**src/rtl/seg7_pkg.sv**
```systemverilog
// Shared definitions for the 7-segment scan controller: active-high segment
// patterns ({g,f,e,d,c,b,a}), the slot state enum and the slot length helper.
package seg7_pkg;

    localparam logic [6:0] SEG_0    = 7'b0111111;
    localparam logic [6:0] SEG_1    = 7'b0000110;
    localparam logic [6:0] SEG_2    = 7'b1011011;
    localparam logic [6:0] SEG_3    = 7'b1001111;
    localparam logic [6:0] SEG_4    = 7'b1100110;
    localparam logic [6:0] SEG_5    = 7'b1101101;
    localparam logic [6:0] SEG_6    = 7'b1111101;
    localparam logic [6:0] SEG_7    = 7'b0000111;
    localparam logic [6:0] SEG_8    = 7'b1111111;
    localparam logic [6:0] SEG_9    = 7'b1100111;
    localparam logic [6:0] SEG_DASH = 7'b1000000;
    localparam logic [6:0] SEG_OFF  = 7'b0000000;

    typedef enum logic {
        SHOW  = 1'b0,
        BLANK = 1'b1
    } scan_state_t;

    // Cycles per digit slot.
    function automatic int slot_len(input int clk_hz, input int refresh_hz);
        return clk_hz / refresh_hz;
    endfunction

endpackage

```
**src/rtl/bcd_to_seg7.sv**
```systemverilog
// Combinational BCD to 7-segment decoder, active-high output.
// Ports: bcd (4-bit digit), blank (force all segments off), seg ({g..a}).
module bcd_to_seg7
    import seg7_pkg::*;
(
    input  logic [3:0] bcd,
    input  logic       blank,
    output logic [6:0] seg
);

    always_comb begin
        seg = SEG_DASH;
        if (blank) begin
            seg = SEG_OFF;
        end else begin
            case (bcd)
                4'd0:    seg = SEG_0;
                4'd1:    seg = SEG_1;
                4'd2:    seg = SEG_2;
                4'd3:    seg = SEG_3;
                4'd4:    seg = SEG_4;
                4'd5:    seg = SEG_5;
                4'd6:    seg = SEG_6;
                4'd7:    seg = SEG_7;
                4'd8:    seg = SEG_8;
                4'd9:    seg = SEG_9;
                default: seg = SEG_DASH;
            endcase
        end
    end

endmodule

```
**src/rtl/seg_scan_ctrl.sv**
```systemverilog
// Multiplexed 7-segment scan controller with dead-time blanking and a
// double-buffered value behind a load/ack handshake.
// Ports: i_clk, i_rst (async high); i_value/i_load/i_lzb in;
//        o_seg, o_sel, o_pending, o_ack, o_frame out (all registered).
module seg_scan_ctrl
    import seg7_pkg::*;
#(
    parameter int CLK_HZ       = 27000000,
    parameter int REFRESH_HZ   = 90,
    parameter int BLANK_CYCLES = 2700,
    parameter int NUM_DIGITS   = 2,
    parameter int ACTIVE_LOW   = 1
) (
    input  logic                      i_clk,
    input  logic                      i_rst,
    input  logic [4*NUM_DIGITS-1:0]   i_value,
    input  logic                      i_load,
    input  logic                      i_lzb,
    output logic [6:0]                o_seg,
    output logic [NUM_DIGITS-1:0]     o_sel,
    output logic                      o_pending,
    output logic                      o_ack,
    output logic                      o_frame
);

    localparam int SLOT = slot_len(CLK_HZ, REFRESH_HZ);
    localparam int CW   = (SLOT > 1) ? $clog2(SLOT) : 1;
    localparam int IW   = (NUM_DIGITS > 1) ? $clog2(NUM_DIGITS) : 1;
    localparam int ND   = NUM_DIGITS;
    localparam logic [6:0] SEG_IDLE =
        (ACTIVE_LOW != 0) ? ~SEG_OFF : SEG_OFF;

    scan_state_t         state, n_state;
    logic [CW-1:0]       cnt, n_cnt;
    logic [IW-1:0]       idx, n_idx;
    logic [4*ND-1:0]     active, shadow, n_active;
    logic                run, lzb_q, lzb_eff;
    logic                wrap, frame, commit;
    logic [3:0]          nib;
    logic                zero_hi;
    logic [ND:0]         zf;
    logic                blank;
    logic [6:0]          pat;
    logic [ND-1:0]       sel_nx;

    always_comb begin
        n_state = state;
        n_cnt   = cnt;
        n_idx   = idx;
        wrap    = 1'b0;
        frame   = 1'b0;
        // The first edge after reset only loads the outputs, so the
        // opening slot is shown for its full length.
        if (run) begin
            n_cnt = (cnt == CW'(SLOT - 1)) ? '0 : cnt + 1'b1;
            if (state == SHOW && cnt == CW'(SLOT - BLANK_CYCLES - 1)
                && BLANK_CYCLES != 0) begin
                n_state = BLANK;
            end
            if (cnt == CW'(SLOT - 1)) begin
                n_state = SHOW;
                wrap    = 1'b1;
                frame   = (idx == IW'(ND - 1));
                n_idx   = frame ? '0 : idx + 1'b1;
            end
        end
    end

    assign commit   = frame && o_pending;
    assign n_active = commit ? shadow : active;
    assign lzb_eff  = (wrap || !run) ? i_lzb : lzb_q;

    // Digit k is a leading zero when it and every higher digit are zero.
    always_comb begin
        zf[ND]  = 1'b1;
        nib     = '0;
        zero_hi = 1'b0;
        for (int k = ND - 1; k >= 0; k--) begin
            zf[k] = zf[k+1] && (n_active[4*k +: 4] == 4'd0);
        end
        for (int k = 0; k < ND; k++) begin
            if (n_idx == IW'(k)) begin
                nib     = n_active[4*k +: 4];
                zero_hi = zf[k];
            end
        end
    end

    assign blank  = (n_state == BLANK) ||
                    (lzb_eff && n_idx != '0 && zero_hi);
    assign sel_nx = (n_state == SHOW) ? (ND'(1) << n_idx) : '0;

    bcd_to_seg7 u_dec (
        .bcd   (nib),
        .blank (blank),
        .seg   (pat)
    );

    always_ff @(posedge i_clk or posedge i_rst) begin
        if (i_rst) begin
            state     <= SHOW;
            cnt       <= '0;
            idx       <= '0;
            active    <= '0;
            shadow    <= '0;
            run       <= 1'b0;
            lzb_q     <= 1'b0;
            o_seg     <= SEG_IDLE;
            o_sel     <= '0;
            o_pending <= 1'b0;
            o_ack     <= 1'b0;
            o_frame   <= 1'b0;
        end else begin
            run     <= 1'b1;
            state   <= n_state;
            cnt     <= n_cnt;
            idx     <= n_idx;
            active  <= n_active;
            lzb_q   <= lzb_eff;
            o_sel   <= sel_nx;
            o_seg   <= (ACTIVE_LOW != 0) ? ~pat : pat;
            o_ack   <= commit;
            o_frame <= frame;
            if (i_load) begin
                shadow    <= i_value;
                o_pending <= 1'b1;
            end else if (commit) begin
                o_pending <= 1'b0;
            end
        end
    end

endmodule
```
**config.mk**
```make
export PLATFORM = sky130hd
export DESIGN_NAME = seg_scan_ctrl
export DESIGN_NICKNAME = d
export VERILOG_FILES = /design/src/rtl/seg7_pkg.sv /design/src/rtl/bcd_to_seg7.sv /design/src/rtl/seg_scan_ctrl.sv
export SDC_FILE = /design/constraint.sdc
export NUM_CORES = 1
export LEC_CHECK = 0
export ABC_CLOCK_PERIOD_IN_PS = 3700
export BUFFER_PORTS_ARGS = -buffer_cell sky130_fd_sc_hd__buf_2
export CAP_MARGIN = 40
export CELL_PAD_IN_SITES_DETAIL_PLACEMENT = 1
export CELL_PAD_IN_SITES_GLOBAL_PLACEMENT = 2
export CORE_ASPECT_RATIO = 0.75
export CORE_MARGIN = 10
export CORE_UTILIZATION = 35
export CTS_CLUSTER_SIZE = 16
export DETAILED_ROUTE_END_ITERATION = 10
export HOLD_SLACK_MARGIN = 0.02
export PLACE_DENSITY = 0.77
export SLEW_MARGIN = 20
export SYNTH_ARGS = -nofsm -noshare
export SYNTH_HDL_FRONTEND = slang
export SYNTH_SLANG_ARGS = --single-unit
```
**constraint.sdc**
```tcl
create_clock -name i_clk -period 3.7 [get_ports i_clk]
set_clock_uncertainty 0.2 [all_clocks]
set_input_delay 0.925 -clock i_clk [delete_from_list [all_inputs] [get_ports i_clk]]
set_output_delay 0.925 -clock i_clk [all_outputs]
set_load 0.01 [all_outputs]
```
==> flow_summary.html, run 1 <==
<table>
<tr><th>Metric</th><th>Value</th></tr>
<tr><th colspan="2">Finish</th></tr>
<tr><td>Nets@finish</td><td>284</td></tr>
<tr><td>Ant diodes</td><td>0</td></tr>
<tr><td>Filler cells</td><td>774</td></tr>
<tr><td>Fin util</td><td>0.425</td></tr>
<tr><td>Syn-to-layout area delta</td><td>18.2%</td></tr>
<tr><td>Post-layout instance count excluding filler cells</td><td>350</td></tr>
<tr><td>Fraction of final layout cells with drive strength greater than 1</td><td>0.282</td></tr>
<tr><th colspan="2">Worst hold path</th></tr>
<tr><td>Worst hold path endpoint</td><td>active[1]</td></tr>
<tr><td>Class of the tightest hold or removal check</td><td>flip-flop to flip-flop</td></tr>
<tr><td>Startpoint of the tightest hold check path</td><td>active[1]</td></tr>
<tr><td>Number of cells traversed by the worst hold path</td><td>2</td></tr>
<tr><th colspan="2">Timing</th></tr>
<tr><td>Post-route minimum period</td><td>3460 ps</td></tr>
<tr><td>Number of failing setup endpoints in the final timing report</td><td>0</td></tr>
<tr><td>Worst hold slack</td><td>319 ps</td></tr>
<tr><td>Number of endpoints with negative hold slack in the final report</td><td>0</td></tr>
<tr><td>Final Slew Violations</td><td>0</td></tr>
<tr><td>Slew of the pin with the lowest slew margin</td><td>678 ps</td></tr>
<tr><td>F_max</td><td>0.289 GHz</td></tr>
<tr><td>Post-route fraction of the period consumed by the critical path</td><td>0.936</td></tr>
<tr><td>Slew headroom</td><td>0.544</td></tr>
<tr><th colspan="2">Synthesis</th></tr>
<tr><td>Share of synthesized flip-flops with an asynchronous set or reset</td><td>1.00</td></tr>
<tr><td>Part of the Yosys area used for sequential elements</td><td>0.523</td></tr>
<tr><td>Gate Count Post-Synth</td><td>227</td></tr>
<tr><td>EDFF count, synth</td><td>0</td></tr>
<tr><td>Post-synthesis net count</td><td>246</td></tr>
<tr><td>Number of warnings reported in the yosys synthesis log</td><td>0</td></tr>
<tr><td>Mean post-synth cell area</td><td>10.8 sq um</td></tr>
<tr><td>Number of synthesized register bits</td><td>51</td></tr>
<tr><td>Main flop type after synthesis</td><td>dfrtp_1</td></tr>
<tr><td>Synth Cell Area</td><td>2460 sq um</td></tr>
<tr><td>Distinct cells, synth</td><td>46</td></tr>
<tr><th colspan="2">Critical path</th></tr>
<tr><td>Critical path required time</td><td>3720 ps</td></tr>
<tr><td>Reg-to-reg critical path endpoint</td><td>o_seg[3]</td></tr>
<tr><td>Critical Path Slowest Stage Cell</td><td>or3b_2</td></tr>
<tr><td>Crit path DAT</td><td>3480 ps</td></tr>
<tr><td>Worst R2R Path Depth</td><td>14</td></tr>
<tr><td>CP Cell Sequence</td><td>nor4bb_2, nand4_1, nor4_2, buf_4, ha_2, nand3_1, buf_6, mux2i_1, a22oi_2, inv_2, ha_1, or3b_2, a21oi_1, o211ai_1</td></tr>
<tr><td>Critical Path Start Type</td><td>flip-flop</td></tr>
<tr><td>Critical path class</td><td>flip-flop to flip-flop</td></tr>
<tr><td>Startpoint of the most critical register-to-register path</td><td>cnt[17]</td></tr>
<tr><td>Top fanout value on the critical path</td><td>12</td></tr>
<tr><td>Reg2reg setup slack</td><td>240 ps</td></tr>
<tr><td>Worst Setup End Kind</td><td>flip-flop</td></tr>
<tr><td>Maximum single-stage delay on the critical path</td><td>440 ps</td></tr>
<tr><th colspan="2">Placement</th></tr>
<tr><td>Post-placement cell count</td><td>340</td></tr>
<tr><td>Final HPWL DP</td><td>4300 um</td></tr>
<tr><td>PortBufs</td><td>23</td></tr>
<tr><td>Final GP Congestion</td><td>0.753</td></tr>
<tr><th colspan="2">Clock tree</th></tr>
<tr><td>Number of buffers created by CTS</td><td>5</td></tr>
<tr><td>Clock Path Buffers</td><td>2</td></tr>
<tr><td>Clock H-tree levels</td><td>2</td></tr>
<tr><td>Clock sinks</td><td>51</td></tr>
<tr><td>Clk_lat worst skew</td><td>310 ps</td></tr>
<tr><td>Clock slew at reported path FFs</td><td>100 ps</td></tr>
<tr><td>Root cell of the clock tree</td><td>clkbuf_8</td></tr>
<tr><td>Clock tree from TritonCTS</td><td>built</td></tr>
<tr><td>Number of buffers added to fix hold violations after cts</td><td>0</td></tr>
<tr><th colspan="2">Pwr</th></tr>
<tr><td>Standby leakage power</td><td>1.39 nW</td></tr>
<tr><td>Pwr/cell area</td><td>395 nW/um^2</td></tr>
<tr><td>Worst IR Drop VDD</td><td>0.000236 V</td></tr>
<tr><th colspan="2">Drt</th></tr>
<tr><td>Average vias per placed instance</td><td>5.13</td></tr>
<tr><td>Routed wire length</td><td>5900 um</td></tr>
<tr><td>DRC viols</td><td>0</td></tr>
<tr><td>First-pass iteration count of the detailed router</td><td>4</td></tr>
<tr><td>Post-DR wirelength/cell</td><td>16.9 um</td></tr>
<tr><td>DR vias</td><td>1795</td></tr>
<tr><td>Antenna-violating nets left</td><td>0</td></tr>
<tr><td>Number of design-rule violations left by the first detailed-router iteration</td><td>62</td></tr>
<tr><th colspan="2">Die</th></tr>
<tr><td>Area enclosed by the die boundary</td><td>10800 sq um</td></tr>
<tr><td>Area inside the core boundary</td><td>6830 sq um</td></tr>
<tr><td>Die Wd</td><td>117 um</td></tr>
<tr><td>Std-Cell Rows</td><td>26</td></tr>
<tr><td>Starting utilization of the core area</td><td>0.360</td></tr>
<tr><td>Die height</td><td>92.6 um</td></tr>
<tr><td>Top-Level Pins</td><td>24</td></tr>
<tr><th colspan="2">Flow run</th></tr>
<tr><td>Total of max-cap violations</td><td>0</td></tr>
<tr><th colspan="2">GRT</th></tr>
<tr><td>Vias in the first global route</td><td>1933</td></tr>
<tr><td>Initial antenna violation count</td><td>0</td></tr>
<tr><td>Maximum number of pins on one net before global-route repair</td><td>31</td></tr>
<tr><td>Grt ovf</td><td>0</td></tr>
<tr><td>Global-route wire length before repair</td><td>10100 um</td></tr>
<tr><td>Overall track demand over capacity in global routing</td><td>0.116</td></tr>
<tr><th colspan="2">Outcome</th></tr>
<tr><td>Result of the run</td><td>finished clean</td></tr>
</table>
## critical path, delay by kind of cell, from the launching register on
family                     cells  cell delay, ps
muxes                          1             150
DFF                            1             410
AOI/OAI and AO/OA              3             430
buffers and inverters          3             400
adders and majority gates      2             470
and+or+nand+nor                5            1290
## cell families after synthesis
family,after synthesis,share of synthesized area
flip-flops,51,0.523
buffers and inverters,22,0.0382
multiplexers,15,0.0753
adder cells (fa/ha/maj),7,0.0356
AO/OA/AOI/OAI,37,0.101
XOR/XNOR,16,0.0570
AND/OR/NAND/NOR,78,0.168
other,1,0.00153
## where the power goes
group          leakage [nW]  switching (mW)  internal [mW]
Combinational         0.695          0.0504         0.0491
Clock                0.0548           0.201          0.204
Sequential            0.645          0.0499          0.592
Total                  1.39           0.301          0.845
## area by class of cell
| type | count | area, sq um | share of cell area |
|---|---|---|---|
| Clock buffer | 5 | 68.8 | 0.0237 |
| Clock inverter | 3 | 46.3 | 0.0159 |
| Sequential cell | 51 | 1280 | 0.442 |
| Timing Repair Buffer | 36 | 229 | 0.0788 |
| Inverter | 17 | 63.8 | 0.0220 |
| Tap cell | 84 | 105 | 0.0362 |
| Multi-Input combinational cell | 154 | 1110 | 0.381 |
## timing repair
action,4_1_cts,5_1_grt
endpoints found under the setup margin,0,4
gates resized for setup,0,10
setup buffers,0,2
## per-stage QoR
step	setup WS, ps	instance area (sq um)	setup TNS, ps	total power, mW
2_1_floorplan	9.21	2460	0	0.711
3_3_place_gp	91.3	2720	0	0.743
3_5_place_dp	96.0	2740	0	0.752
4_1_cts	49.6	2860	0	1.16
5_1_grt	-0.620	2910	-0.620	1.20
6_report	235	2910	0	1.15
## worst max path at each step
stage                        from  slack, ps       end  cells past startpoint
after CTS                 cnt[16]         50  o_seg[5]                     15
after global placement    cnt[16]         90  o_seg[5]                     15
after global routing      cnt[17]       -0.6  o_seg[3]                     14
final                     cnt[17]        240  o_seg[3]                     14
after detailed placement  cnt[17]        100  o_seg[5]                     15
after floorplan           cnt[16]          9  o_seg[3]                     13
## cell usage in the layout (no fill, tap or decap), types with 7 or more instances in the layout
cell type	n
mux2_2	8
xnor2_1	12
dfstp_2	7
nand2_1	12
dfrtp_1	44
nor2_1	20
inv_1	14
buf_4	11
a21oi_1	7
o21ai_0	9
buf_2	23
nand3_1	10
nand4_1	8
## state kept, by name, indices dropped and copies added, names as in the netlist
signal and count:
state 1, o_sel 2, run 1, idx 1
active 8, o_frame 1, shadow 8, o_ack 1
o_pending 1, cnt 19, lzb_q 1, o_seg 7
## synthesized netlist by cell type, types with 2 or more instances
library cell | instances | area (sq um)
or3_1 | 2 | 12.5
o211ai_1 | 6 | 45.0
and2_1 | 2 | 12.5
nand4_1 | 8 | 50.1
mux2i_1 | 5 | 50.1
buf_2 | 2 | 10.0
nand3_1 | 10 | 50.1
nand2_1 | 12 | 45.0
xnor2_1 | 12 | 105
dfrtp_1 | 44 | 1100
a22o_1 | 2 | 17.5
dfstp_2 | 7 | 184
and3_1 | 5 | 31.3
nor4bb_1 | 2 | 20.0
nor2_1 | 20 | 75.1
o21ai_0 | 10 | 50.1
nor3_1 | 3 | 15.0
nor4_1 | 5 | 31.3
nand2b_1 | 2 | 12.5
a21o_1 | 3 | 22.5
inv_1 | 17 | 63.8
a21oi_1 | 7 | 35.0
xor2_1 | 4 | 35.0
mux2_2 | 8 | 90.1
mux2i_4 | 2 | 45.0
ha_1 | 7 | 87.6
## routing by layer
layer / up-vias / wire (um) / GRT usage
met2: 28 / 2320 / 0.156
met5: - / 0 / 0
met4: 0 / 79 / 0.0411
li1: 874 / - / -
met1: 885 / 3220 / 0.171
met3: 8 / 283 / 0.0335
No activity file was read; power rests on OpenSTA's default activity.
==> run 2, diff against run 1 <==
--- a/config.mk
+++ b/config.mk
@@ -11,7 +11,7 @@
 export CELL_PAD_IN_SITES_DETAIL_PLACEMENT = 1
 export CELL_PAD_IN_SITES_GLOBAL_PLACEMENT = 2
 export CORE_ASPECT_RATIO = 0.75
-export CORE_MARGIN = 10
+export CORE_MARGIN = 8
 export CORE_UTILIZATION = 35
 export CTS_CLUSTER_SIZE = 16
 export DETAILED_ROUTE_END_ITERATION = 10
==> constraint.sdc (replaced) <==
create_clock -name i_clk -period 3.7 [get_ports i_clk]
set_clock_uncertainty 0.2 [all_clocks]
set_input_delay 0.37 -clock i_clk [delete_from_list [all_inputs] [get_ports i_clk]]
set_output_delay 0.37 -clock i_clk [all_outputs]
set_load 0.01 [all_outputs]
==> run 2 against run 1 <==
Largest cell class unchanged. Sequential cell count unchanged. Power fell by 0.32%. Setup slack lost 33 ps. Hold slack lost 270 ps. Register-to-register slack got worse by 30 ps. Sequential power about the same. Fmax is 0.95% lower. Largest power group unchanged.
==> flow_summary.html, run 2 (synthesized netlist as in run 1, its figures left out) <==
<table>
<tr><th>Metric</th><th>Value</th></tr>
<tr><th colspan="2">Pwr</th></tr>
<tr><td>Standby leakage power</td><td>1.42 nW (was 1.39 nW)</td></tr>
<tr><td>Worst IR Drop VDD</td><td>0.000187 V (was 0.000236 V)</td></tr>
<tr><td>Final Power</td><td>1.14 mW (was 1.15 mW)</td></tr>
<tr><td>Pwr/cell area</td><td>391 nW/um^2 (was 395 nW/um^2)</td></tr>
<tr><th colspan="2">Drt</th></tr>
<tr><td>Antenna-violating nets left</td><td>0 (unchanged)</td></tr>
<tr><td>Post-DR wirelength/cell</td><td>16.4 um (was 16.9 um)</td></tr>
<tr><td>DRC viols</td><td>0 (unchanged)</td></tr>
<tr><td>Average vias per placed instance</td><td>5.11 (was 5.13)</td></tr>
<tr><td>Routed wire length</td><td>5750 um (was 5900 um)</td></tr>
<tr><td>First-pass iteration count of the detailed router</td><td>4 (unchanged)</td></tr>
<tr><td>DR vias</td><td>1795 (unchanged)</td></tr>
<tr><td>Number of design-rule violations left by the first detailed-router iteration</td><td>63 (was 62)</td></tr>
<tr><th colspan="2">Clock tree</th></tr>
<tr><td>Number of buffers created by CTS</td><td>5 (unchanged)</td></tr>
<tr><td>Number of buffers inserted to repair setup after CTS</td><td>0 (unchanged)</td></tr>
<tr><td>Clock H-tree levels</td><td>2 (unchanged)</td></tr>
<tr><td>Clk_lat worst skew</td><td>320 ps (was 310 ps)</td></tr>
<tr><td>Root cell of the clock tree</td><td>clkbuf_8 (unchanged)</td></tr>
<tr><td>Clock Path Buffers</td><td>2 (unchanged)</td></tr>
<tr><td>Clock tree from TritonCTS</td><td>built (unchanged)</td></tr>
<tr><td>Clock sinks</td><td>51 (unchanged)</td></tr>
<tr><td>Clock slew at reported path FFs</td><td>100 ps (about the same)</td></tr>
<tr><th colspan="2">GRT</th></tr>
<tr><td>Vias in the first global route</td><td>1900 (was 1933)</td></tr>
<tr><td>Global-route wire length before repair</td><td>9830 um (was 10100 um)</td></tr>
<tr><td>Grt ovf</td><td>0 (unchanged)</td></tr>
<tr><td>Overall track demand over capacity in global routing</td><td>0.125 (was 0.116)</td></tr>
<tr><td>Maximum number of pins on one net before global-route repair</td><td>24 (was 31)</td></tr>
<tr><td>Initial antenna violation count</td><td>0 (unchanged)</td></tr>
<tr><th colspan="2">Finish</th></tr>
<tr><td>Fraction of final layout cells with drive strength greater than 1</td><td>0.262 (was 0.282)</td></tr>
<tr><td>Syn-to-layout area delta</td><td>18.9% (was 18.2%)</td></tr>
<tr><td>Flip-flop count of the largest register after layout</td><td>19 (unchanged)</td></tr>
<tr><td>Largest register by flop count</td><td>cnt (unchanged)</td></tr>
<tr><td>Biggest registers after layout</td><td>cnt: 19 flops, active: 8 flops, shadow: 8 flops (unchanged)</td></tr>
<tr><td>Design Area, Final</td><td>2920 sq um (was 2910 sq um)</td></tr>
<tr><td>Filler cells</td><td>761 (was 774)</td></tr>
<tr><td>Most frequent standard cell in the layout excluding fill and tap cells</td><td>dfrtp_1 (unchanged)</td></tr>
<tr><td>Post-layout instance count excluding filler cells</td><td>351 (was 350)</td></tr>
<tr><td>Fin util</td><td>0.430 (was 0.425)</td></tr>
<tr><td>Leading cell types in the layout, fill and taps excluded</td><td>44 x dfrtp_1, 23 x buf_2, 20 x nor2_1, 16 x inv_1 (was 44 x dfrtp_1, 23 x buf_2, 20 x nor2_1, 14 x inv_1)</td></tr>
<tr><td>Ant diodes</td><td>0 (unchanged)</td></tr>
<tr><td>Nets@finish</td><td>285 (was 284)</td></tr>
<tr><th colspan="2">Critical path</th></tr>
<tr><td>Critical Path Start Type</td><td>flip-flop (unchanged)</td></tr>
<tr><td>Critical path class</td><td>flip-flop to flip-flop (unchanged)</td></tr>
<tr><td>Start point of the critical path</td><td>cnt[16] (was cnt[17])</td></tr>
<tr><td>Worst Setup End Kind</td><td>flip-flop (unchanged)</td></tr>
<tr><td>Top fanout value on the critical path</td><td>6 (was 12)</td></tr>
<tr><td>Startpoint of the most critical register-to-register path</td><td>cnt[16] (was cnt[17])</td></tr>
<tr><td>Critical path required time</td><td>3710 ps (was 3720 ps)</td></tr>
<tr><td>Crit path DAT</td><td>3510 ps (was 3480 ps)</td></tr>
<tr><th colspan="2">Timing</th></tr>
<tr><td>Final Slew Violations</td><td>0 (unchanged)</td></tr>
<tr><td>Number of endpoints with negative hold slack in the final report</td><td>0 (unchanged)</td></tr>
<tr><td>Slew of the pin with the lowest slew margin</td><td>721 ps (was 678 ps)</td></tr>
<tr><td>Post-route fraction of the period consumed by the critical path</td><td>0.945 (was 0.936)</td></tr>
<tr><td>Post-layout worst setup margin</td><td>202 ps (was 235 ps)</td></tr>
<tr><td>F_max</td><td>0.286 GHz (was 0.289 GHz)</td></tr>
<tr><td>Slew headroom</td><td>0.515 (was 0.544)</td></tr>
<tr><td>Worst hold slack</td><td>53.2 ps (was 319 ps)</td></tr>
<tr><td>Number of failing setup endpoints in the final timing report</td><td>0 (unchanged)</td></tr>
<tr><td>Unrepaired setup endpoints after global routing</td><td>no</td></tr>
<tr><td>Setup TNS</td><td>0 ps (unchanged)</td></tr>
<tr><td>Post-route minimum period</td><td>3500 ps (was 3460 ps)</td></tr>
<tr><th colspan="2">Die</th></tr>
<tr><td>Top-Level Pins</td><td>24 (unchanged)</td></tr>
<tr><td>Area inside the core boundary</td><td>6800 sq um (was 6830 sq um)</td></tr>
<tr><td>Starting utilization of the core area</td><td>0.362 (was 0.360)</td></tr>
<tr><td>Area enclosed by the die boundary</td><td>9990 sq um (was 10800 sq um)</td></tr>
<tr><td>Die height</td><td>88.6 um (was 92.6 um)</td></tr>
<tr><td>Std-Cell Rows</td><td>26 (unchanged)</td></tr>
<tr><td>Die Wd</td><td>113 um (was 117 um)</td></tr>
<tr><th colspan="2">Placement</th></tr>
<tr><td>Worst setup slack after placement</td><td>2.54 ps (was 96.0 ps)</td></tr>
<tr><td>Final HPWL DP</td><td>4380 um (was 4300 um)</td></tr>
<tr><td>Placed Instance Area</td><td>2770 sq um (was 2740 sq um)</td></tr>
<tr><td>Post-placement cell count</td><td>342 (was 340)</td></tr>
<tr><td>Final GP Congestion</td><td>0.762 (was 0.753)</td></tr>
<tr><td>PortBufs</td><td>23 (unchanged)</td></tr>
<tr><th colspan="2">Flow run</th></tr>
<tr><td>Total of max-cap violations</td><td>0 (unchanged)</td></tr>
<tr><th colspan="2">Worst hold path</th></tr>
<tr><td>Startpoint of the tightest hold check path</td><td>i_value[5] (was active[1])</td></tr>
<tr><td>Class of the tightest hold or removal check</td><td>input port to flip-flop (was flip-flop to flip-flop)</td></tr>
<tr><th colspan="2">Outcome</th></tr>
<tr><td>Result of the run</td><td>finished clean (unchanged)</td></tr>
</table>
[run 2: area by class of cell]
type,count,area (sq um),area share
repair buffers,37,243,0.0830
well taps,84,105,0.0359
inverters,17,63.8,0.0218
clock buffers,5,68.8,0.0235
flip-flops and latches,51,1280,0.439
clock inverters,3,43.8,0.0150
multi-input cells,154,1110,0.381
[run 2: routing by layer]
| layer | vias to the layer above | wire, um | GRT usage |
|---|---|---|---|
| li1 | 875 | - | - |
| met1 | 888 | 3140 | 0.177 |
| met2 | 30 | 2290 | 0.178 |
| met3 | 2 | 298 | 0.0416 |
| met4 | 0 | 19 | 0.0256 |
| met5 | - | 0 | 0 |
[run 2: worst max-delay path, cell delays in order, from the launching register on]
cell,delay (ps)
dfrtp_1,420
nor4bb_1,290
nand4_1,170
nor4_2,270
buf_4,170
ha_1,240
nand3_4,150
mux2i_1,180
a22oi_2,210
inv_1,100
ha_1,310
or3b_2,440
a21oi_1,160
o211ai_1,100
[run 2: repair_timing]
action	4_1_cts	5_1_grt
endpoints found under the hold margin	19	0
hold buffers	1	0
setup endpoints to repair	1	7
resized for setup	1	5
pin swaps	0	0
[run 2: power breakdown]
group          total, mW  internal [mW]  switching (mW)
clock network      0.399          0.202           0.197
logic              0.104         0.0509          0.0527
registers          0.640          0.592          0.0481
[run 2: path summary, 6_finish.rpt]
| path | endpoint | slack [ps] | cells after the start |
|---|---|---|---|
| max | o_seg[3] | 200 | 13 |
| min | shadow[5] | 50 | 3 |
| max reg2reg | o_seg[3] | 200 | 13 |
| min reg2reg | cnt[17] | 310 | 1 |
| max in group asynchronous | shadow[7] | 2180 | 5 |
| min in group asynchronous | cnt[6] | 450 | 3 |
